File: config.mk
export PLATFORM = sky130hd
export DESIGN_NAME = val2_shift_pipe
export DESIGN_NICKNAME = d
export VERILOG_FILES = /design/src/rtl/val2_shift_pipe.sv
export SDC_FILE = /design/constraint.sdc
export NUM_CORES = 1
export LEC_CHECK = 0
export CAP_MARGIN = 20
export CORE_MARGIN = 2
export CORE_UTILIZATION = 40
export DETAILED_ROUTE_END_ITERATION = 12
export PLACE_DENSITY_LB_ADDON = 0.3
export SYNTH_ARGS = -nofsm -noshare
export SYNTH_HDL_FRONTEND = slang
export SYNTH_SLANG_ARGS = --single-unit
File: constraint.sdc
create_clock -name clk -period 4.6 [get_ports clk]
set_input_delay 1.15 -clock clk [delete_from_list [all_inputs] [get_ports clk]]
set_output_delay 1.15 -clock clk [all_outputs]
set_load 0.01 [all_outputs]
File: src/rtl/val2_shift_pipe.sv
// val2_shift_pipe: pipelined ARM operand-2 generator (immediate rotate, shifts, memory offset)
// with valid/ready buffering over 1 or 2 register stages.
module val2_shift_pipe #(
    parameter int WIDTH    = 32,
    parameter int STAGES   = 1,
    parameter bit MEM_SEXT = 1'b1
) (
    input  logic             clk,
    input  logic             rst,
    input  logic             in_valid,
    output logic             in_ready,
    input  logic [WIDTH-1:0] Val_Rm,
    input  logic [WIDTH-1:0] Val_Rs,
    input  logic [11:0]      Shift_operand,
    input  logic             imm,
    input  logic             MEM,
    input  logic             carry_in,
    output logic             out_valid,
    input  logic             out_ready,
    output logic [WIDTH-1:0] Val2,
    output logic             carry_out
);

    localparam int               SW     = 2 * WIDTH + 1;
    localparam logic [7:0]       W8     = 8'(WIDTH);
    localparam logic [7:0]       W_MASK = 8'(WIDTH - 1);
    localparam logic [WIDTH-1:0] ZERO_W = {WIDTH{1'b0}};

    // Every operation is expressed as a right funnel shift of a (2*WIDTH+1)-bit source:
    // result = src[amt+1 +: WIDTH]; carry = src[amt] (right shifts) or src[amt+WIDTH+1] (LSL).
    typedef struct packed {
        logic [SW-1:0] src;
        logic [7:0]    amt;
        logic          left;
    } shf_t;

    function automatic shf_t f_pass(input logic [WIDTH-1:0] v, input logic c);
        shf_t r;
        r.src  = {ZERO_W, v, c};
        r.amt  = 8'd0;
        r.left = 1'b0;
        return r;
    endfunction

    function automatic shf_t f_lsr(input logic [WIDTH-1:0] rm, input logic [7:0] n, input logic c);
        shf_t r;
        r.src  = {ZERO_W, rm, c};
        r.amt  = n;
        r.left = 1'b0;
        return r;
    endfunction

    function automatic shf_t f_asr(input logic [WIDTH-1:0] rm, input logic [7:0] n, input logic c);
        shf_t r;
        r.src  = {{WIDTH{rm[WIDTH-1]}}, rm, c};
        r.amt  = n;
        r.left = 1'b0;
        return r;
    endfunction

    function automatic shf_t f_ror(input logic [WIDTH-1:0] rm, input logic [7:0] n, input logic c);
        shf_t r;
        r.src  = {rm, rm, c};
        r.amt  = n;
        r.left = 1'b0;
        return r;
    endfunction

    // Left shift by n == right funnel of {rm, 0} by WIDTH-n; carry is the bit just above.
    function automatic shf_t f_lsl(input logic [WIDTH-1:0] rm, input logic [7:0] n, input logic c);
        shf_t r;
        r.src  = {rm, ZERO_W, c};
        r.amt  = W8 - n;
        r.left = 1'b1;
        return r;
    endfunction

    function automatic logic [WIDTH:0] f_select(input shf_t p);
        logic [SW-1:0] sh;
        sh = p.src >> p.amt;
        return {(p.left ? sh[WIDTH+1] : sh[0]), sh[WIDTH:1]};
    endfunction

    logic [WIDTH-1:0] mem_ext_s;
    logic [WIDTH-1:0] imm_ext_s;
    logic [7:0]       ish_amt_s;
    logic [7:0]       rs_amt_s;
    logic [7:0]       ror_amt_s;
    logic [7:0]       rot_s;
    shf_t             ish_s;
    shf_t             rsh_s;
    shf_t             dec_s;
    shf_t             out_src_s;
    logic             out_load_s;
    logic             out_free_s;
    logic             in_ready_s;
    logic [WIDTH:0]   sel_s;
    logic             unused_rs_s;

    logic             vo_q, vo_d;
    logic [WIDTH-1:0] val2_q, val2_d;
    logic             co_q, co_d;

    assign mem_ext_s   = MEM_SEXT ? {{(WIDTH-12){Shift_operand[11]}}, Shift_operand}
                                  : {{(WIDTH-12){1'b0}}, Shift_operand};
    assign imm_ext_s   = {{(WIDTH-8){1'b0}}, Shift_operand[7:0]};
    assign rot_s       = {3'b000, Shift_operand[11:8], 1'b0};
    assign ish_amt_s   = {3'b000, Shift_operand[11:7]};
    assign rs_amt_s    = Val_Rs[7:0];
    assign ror_amt_s   = rs_amt_s & W_MASK;
    assign unused_rs_s = ^Val_Rs[WIDTH-1:8];

    // Immediate-amount shift decode; amount 0 selects the LSR/ASR #32 and RRX encodings.
    always_comb begin
        ish_s = f_pass(Val_Rm, carry_in);
        case (Shift_operand[6:5])
            2'b00:   ish_s = (ish_amt_s == 8'd0) ? f_pass(Val_Rm, carry_in)
                                                 : f_lsl(Val_Rm, ish_amt_s, carry_in);
            2'b01:   ish_s = f_lsr(Val_Rm, (ish_amt_s == 8'd0) ? 8'd32 : ish_amt_s, carry_in);
            2'b10:   ish_s = f_asr(Val_Rm, (ish_amt_s == 8'd0) ? 8'd32 : ish_amt_s, carry_in);
            2'b11:   ish_s = (ish_amt_s == 8'd0) ? f_pass({carry_in, Val_Rm[WIDTH-1:1]}, Val_Rm[0])
                                                 : f_ror(Val_Rm, ish_amt_s, carry_in);
            default: ish_s = f_pass(Val_Rm, carry_in);
        endcase
    end

    // Register-specified shift decode on the low byte of Rs.
    always_comb begin
        rsh_s = f_pass(Val_Rm, carry_in);
        if (rs_amt_s == 8'd0) begin
            rsh_s = f_pass(Val_Rm, carry_in);
        end else begin
            case (Shift_operand[6:5])
                2'b00:   rsh_s = (rs_amt_s <= W8) ? f_lsl(Val_Rm, rs_amt_s, carry_in)
                                                  : f_pass(ZERO_W, 1'b0);
                2'b01:   rsh_s = (rs_amt_s <= W8) ? f_lsr(Val_Rm, rs_amt_s, carry_in)
                                                  : f_pass(ZERO_W, 1'b0);
                2'b10:   rsh_s = f_asr(Val_Rm, (rs_amt_s < W8) ? rs_amt_s : W8, carry_in);
                2'b11:   rsh_s = (ror_amt_s == 8'd0) ? f_pass(Val_Rm, Val_Rm[WIDTH-1])
                                                     : f_ror(Val_Rm, ror_amt_s, carry_in);
                default: rsh_s = f_pass(Val_Rm, carry_in);
            endcase
        end
    end

    // Mode priority: MEM, then immediate rotate, then register shift, then immediate shift.
    always_comb begin
        dec_s = ish_s;
        if (MEM) begin
            dec_s = f_pass(mem_ext_s, carry_in);
        end else if (imm) begin
            dec_s = f_ror(imm_ext_s, rot_s, carry_in);
        end else if (Shift_operand[4]) begin
            dec_s = rsh_s;
        end else begin
            dec_s = ish_s;
        end
    end

    assign out_free_s = !vo_q || out_ready;

    generate
        if (STAGES == 2) begin : g_two
            shf_t s1_q, s1_d;
            logic v1_q, v1_d;

            // Stage 1 holds the decoded funnel; it empties when the output stage takes it.
            always_comb begin
                s1_d = s1_q;
                v1_d = v1_q;
                if (in_valid && in_ready_s) begin
                    s1_d = dec_s;
                    v1_d = 1'b1;
                end else if (out_free_s) begin
                    v1_d = 1'b0;
                end else begin
                    v1_d = v1_q;
                end
            end

            // Stage 1 register.
            always_ff @(posedge clk) begin
                if (!rst) begin
                    v1_q <= 1'b0;
                    s1_q <= '{src: {SW{1'b0}}, amt: 8'd0, left: 1'b0};
                end else begin
                    v1_q <= v1_d;
                    s1_q <= s1_d;
                end
            end

            assign in_ready_s = rst && (!v1_q || out_free_s);
            assign out_load_s = v1_q && out_free_s;
            assign out_src_s  = s1_q;
        end else begin : g_one
            assign in_ready_s = rst && out_free_s;
            assign out_load_s = in_valid && in_ready_s;
            assign out_src_s  = dec_s;
        end
    endgenerate

    // Output stage next state: final select on load, drop valid once consumed.
    always_comb begin
        sel_s  = f_select(out_src_s);
        vo_d   = vo_q;
        val2_d = val2_q;
        co_d   = co_q;
        if (out_load_s) begin
            vo_d   = 1'b1;
            val2_d = sel_s[WIDTH-1:0];
            co_d   = sel_s[WIDTH];
        end else if (out_ready) begin
            vo_d = 1'b0;
        end else begin
            vo_d = vo_q;
        end
    end

    // Output stage register.
    always_ff @(posedge clk) begin
        if (!rst) begin
            vo_q   <= 1'b0;
            val2_q <= ZERO_W;
            co_q   <= 1'b0;
        end else begin
            vo_q   <= vo_d;
            val2_q <= val2_d;
            co_q   <= co_d;
        end
    end

    assign in_ready  = in_ready_s;
    assign out_valid = vo_q;
    assign Val2      = val2_q;
    assign carry_out = co_q;

endmodule

# Yosys cells after proc, flatten, opt, wreduce, memory -nomap -nowiden
# Index checks and enable logic that the tools add are counted.
[word_totals]
register_bits = 34
inputBits = 83
out_inout_bits = 35
word_cells = 36
[classes]
addsub = 2
magnitude_cmp = 2
n_eq_ne = 3
n_shift = 1
mux = 16
n_reduce_logical = 9
[op_table]
columns = ["op", "n"]
rows = [
  ["two-way mux 74 bit", 8],
  ["one-hot mux 74 bit (4 select lines)", 2],
  [">> shifter 65 x 8 -> 34 bit", 1],
  ["two-way mux 42 bit", 1],
  ["zero test 8 bit", 3],
  ["<= comparator 8 x 6 -> 1 bit (second input constant)", 1],
  ["< comparator 8 x 6 -> 1 bit (second input constant)", 1],
  ["two-way mux 8 bit", 1],
  ["subtractor 6 x 8 -> 8 bit (first input constant)", 1],
  ["subtractor 6 x 5 -> 7 bit (first input constant)", 1],
  ["two-way mux 6 bit", 1],
  ["== test 2 bit (second input constant)", 2],
  ["two-way mux 1 bit", 3],
  ["== test 2 x 1 -> 1 bit (second input constant)", 1],
  ["logical AND 1 bit", 2],
  ["zero test 2 bit", 1],
  ["nonzero test 2 bit", 1],
  ["zero test 1 bit", 1],
  ["logical OR 1 bit", 1],
]

# Logic depth before layout (Yosys ltp)
[depth]
depth_word = 9
ltp_mapped = 19
ltp_nobuf = 14

# Worst setup path before layout
# Ideal clock, no wire load.
[synth_timing]
kind = "input to register"
start = "in Val_Rs[0]"
end = "reg val2_q[10], in the netlist Val2[10]"
setup_time_ps = 120
t_arrival_ps = 4355
t_required_ps = 4480
path_slack_ps = 125
stages = 15
path_buffers = 3
cell_sequence = "inv_1 -> ha_1 -> nor3b_1 -> ha_1 -> nor2b_1 -> clkbuf_1 -> o21a_1 -> or2_2 -> a311oi_1 -> buf_2 -> buf_1 -> nand2_1 -> o221ai_1 -> a21oi_1 -> a211o_1"
[synth_between]
elab_chain_len = 8
word_cells_on_any_way = 15
cone_classes = "add/sub (1); order compare (2); shift (1); mux (9); reduce/logical (2)"
[synth_rtl]
columns = ["item", "line_no", "text"]
rows = [
  ["from (decl)", "13", "input logic [WIDTH-1:0] Val_Rs,"],
  ["subtractor 6 x 8 -> 8 bit (tied with other cells)", "73", "r.amt = W8 - n;"],
  ["two-way mux 74 bit (tied with other cells)", "134", "2'b00: rsh_s = (rs_amt_s <= W8) ? f_lsl(Val_Rm, rs_amt_s, carry_in)"],
  ["one-hot mux 74 bit (4 select lines)", "133", "case (Shift_operand[6:5])"],
  ["two-way mux 74 bit (*)", "130", "if (rs_amt_s == 8'd0) begin"],
  ["two-way mux 74 bit (*)", "153", "end else if (Shift_operand[4]) begin"],
  ["two-way mux 74 bit (*)", "151", "end else if (imm) begin"],
  ["two-way mux 74 bit (*)", "149", "if (MEM) begin"],
  [">> shifter 65 x 8 -> 34 bit (*)", "80", "sh = p.src >> p.amt;"],
  ["to (signal assigned)", "227", "val2_q <= val2_d;"],
  ["to (decl)", "101", "logic [WIDTH-1:0] val2_q, val2_d;"],
]
# Every way passes the cells marked *; elsewhere a longest branch is shown, timed or not.
# A chain may end at the register's enable or synchronous reset.

# Final worst setup path
[layout_timing]
start = "in Shift_operand[8]"
end = "reg val2_q[6], in the netlist Val2[6]"
[layout_between]
elab_chain_len = 7
word_cells_on_any_way = 10
cone_classes = "add/sub (1); shift (1); mux (7); reduce/logical (1)"
[layout_rtl]
columns = ["item", "line_no", "text"]
rows = [
  ["from (decl)", "14", "input logic [11:0] Shift_operand,"],
  ["subtractor 6 x 5 -> 7 bit or zero test 8 bit (tied branches)", "n/a", ""],
  ["two-way mux 74 bit (tied with other cells)", "117", "2'b00: ish_s = (ish_amt_s == 8'd0) ? f_pass(Val_Rm, carry_in)"],
  ["one-hot mux 74 bit (4 select lines)", "116", "case (Shift_operand[6:5])"],
  ["two-way mux 74 bit", "153", ""],
  ["two-way mux 74 bit", "151", ""],
  ["two-way mux 74 bit (*)", "149", ""],
  [">> shifter 65 x 8 -> 34 bit (*)", "80", ""],
]
# Marked as above.

==> reports/qor.yml <==
logic_synthesis:
  yosysWarnings: 0
  synthesis.nets: 1295
  synthFlopType: "dfxtp_1"
  syn_avg_cell_area_um2: 6.911
  synth-async-reset-ratio_pct: 0
  synth_most_common_cell: "a21oi_1"
  yosys-top-cells-count: "124 x a21oi_1, 112 x mux2i_1, 112 x nand2_1"
  synth-edff-count: 0
  synth_area_um2: 8348
  ys_seq_elements: 34
  ys_top_cells_by_area: "mux2i_1 13%, dfxtp_1 8.2%, a21oi_1 7.4%, nand2_1 5.0%, o21ai_0 3.9%"
  syn_inst: 1208
  synth_top_area_share_pct: 13.43
  ys_seq_area_share_pct: 8.153
  synth.distinct_cells: 95
  yosysTopAreaCell: "mux2i_1"
timing:
  min_period_ns: 4.578
  min_period_over_period_pct: 99.52
  max_freq_ghz: 0.2184
  final-max-slew-violation-count: 0
  grt_setup_unrepaired: "yes"
  max_slew_margin_pct: 48.41
  finalWorstSetupSlack_ns: 0.02227
  hold_viol_final: 0
  finalSetupViolCount: 0
  clock_skew_ns: 0.008579
  tightest_slew_ns: 0.7704
global_routing:
  grt_overflow: 0
  grt_pass1_vias: 11373
  grt_pass1_wl_um: 66030
  grt_max_degree: 36
  grt_use_total_pct: 38.33
  antenna_found_initial: 1
pwr:
  peakVddDrop_v: 0.0001344
  p_per_area_nw_per_um2: 178.3
  power_leakage_nw: 5.417
  finalPower_w: 0.002395
critical_path:
  path_max_fanout: 12
  critPathCaptureType: "register"
  cp.required_ns: 4.79
  crit_arrival_ns: 4.76
  cp-start-kind: "primary input"
  path_class: "in -> reg"
finish:
  drive_above_1_share_pct: 37.11
  fill_cells: 1792
  area_growth_syn_to_layout_pct: 60.93
  fin_nets: 1676
floorplan:
  placementRows: 52
  start_util_pct: 40.99
  die_h_um: 148.5
  coreArea_um2: 20360
  die_area_um2: 22040
  die_w_um: 148.5
  io_pins: 118
cts:
  numCtsBuffers: 5
  cts_hold_buf: 0
  clock-sinks: 34
  clk-insertion-delay-late_ns: 0.29
  cts.clk_slew.worst_paths_ns: 0.06
  htree_levels: 2
  tritoncts: "done"
  cts_max_path_buffers: 2
  cts_root_buffer: "clkbuf_16"
placement:
  gp_congestion: 1.059
  port_buffers: 93
  dp_hpwl_um: 34420
  pre_cts_slack_ns: -0.6199
job:
  drv_cap: 0
drt:
  drt-initial-drc-count: 1585
  first_pass_iters: 9
  finalWirelength_um: 44390
  num_vias: 12431
  wire_per_inst_um: 23.85
  vias_per_cell: 6.680
  drcViolationCount: 0
  ant_nets: 0
min_path:
  hold_class: "reg -> reg"
run_status:
  status: "finished clean"
cell usage in the layout, fill, tap and decap left out, drive strengths merged, types with 9 or more instances in the layout:
master	Yosys	final
or2	9	9
a21oi	126	126
nor2b	16	16
a221oi	19	19
o211ai	17	17
and3	9	9
nor4	15	15
clkbuf	69	9
a22oi	34	34
nand2b	10	10
a211oi	40	40
clkdlybuf4s50	0	85
and2	17	17
dfxtp	34	34
nand3	32	32
o21ai	71	71
mux2i	113	113
a21o	10	10
a31oi	20	20
inv	14	14
o32ai	10	10
buf	52	401
nor2	76	76
a22o	10	10
o221ai	36	36
mux2	25	25
nand2	112	112
nor3	56	56
a211o	9	9
a221o	9	9
kinds of logic (layout without fill, tap and decap cells):
logic type	count (synthesis)	in the layout	synth area share (%)
fa+ha+maj	6	6	0.8394
buf+inv	137	519	7.449
flops	34	34	8.153
compound gates	502	502	42.25
xor+xnor	4	4	0.5097
simple gates	384	384	22.83
other cells	0	1	0
mux	141	141	17.97
report_power, final:
part | internal, W | total, W | leakage (nW) | switching [W]
registers | 0.000327 | 0.000347 | 0.279 | 0.0000197
clock network | 0.000256 | 0.000393 | 0.0781 | 0.000137
logic | 0.000777 | 0.00165 | 5.06 | 0.000878
total | 0.00136 | 0.00239 | 5.42 | 0.00103
state kept, by name (all words and copies together) (netlist names):
signal	flops
Val2	32
carry_out	1
out_valid	1
routing by layer:
metal	vias to the layer above	routed length, µm	share of wire [%]	global-route usage, %
met3	141	5789	13	11.53
met1	5894	17560	40	51.37
li1	5548	-	-	-
met2	848	19260	43	58.50
met5	-	0	0	0
met4	0	1771	4.0	13.19
timing repair:
item | in CTS | in global routing
pin swaps | 25 | 28
resized for setup | 73 | 124
cloned | 2 | 1
setup buffers | 19 | 13
endpoints found under the hold margin | 0 | 0
endpoints found under the setup margin | 33 | 33
worst paths after layout:
check / start / to / slack [ns] / depth (start not counted)
min: Val2[28] / Val2[28] / 0.46 / 2
max: Shift_operand[8] / Val2[6] / 0.02 / 18
min reg2reg: Val2[28] / Val2[28] / 0.46 / 2
max reg2reg: out_valid / Val2[22] / 2.45 / 9
worst max-delay path, stage by stage:
cell and delay [ns]:
clkdlybuf4s50_1 0.42, inv_1 0.07, ha_2 0.18, nor3b_4 0.21, ha_4 0.24, o32ai_4 0.12, o32a_4 0.35, buf_6 0.14
clkbuf_16 0.17, a211oi_2 0.23, a22oi_2 0.09, buf_4 0.16, mux2i_1 0.13, mux2i_1 0.13, a222oi_1 0.45, buf_4 0.20
o2111ai_2 0.09, a32o_1 0.24
through the flow:
step                instance area (µm²)  instances  setup TNS (ns)  hold slack (ns)  utilization (%)
finish                            13430       1861               0           0.4613            65.97
global route                      13430       1860         -0.3632           0.4962            65.96
CTS                               12730       1846               0           0.4684            62.53
detailed placement                12090       1818          -15.55           0.4545            59.36
global placement                  12090       1818          -13.33           0.4380            59.36
floorplan                          8348       1208               0           0.4814                -
cell type report:
class	instances	area (µm²)	area share, %
Antenna cell	1	2.502	0.01863
Clock buffer	7	132.6	0.9872
Clock inverter	1	30.03	0.2235
Inverter	16	68.82	0.5122
Multi-Input combinational cell	1037	7879	58.65
Sequential cell	34	680.7	5.067
Tap cell	270	337.8	2.515
Timing Repair Buffer	495	4303	32.03
No activity file was read; power rests on OpenSTA's default activity.
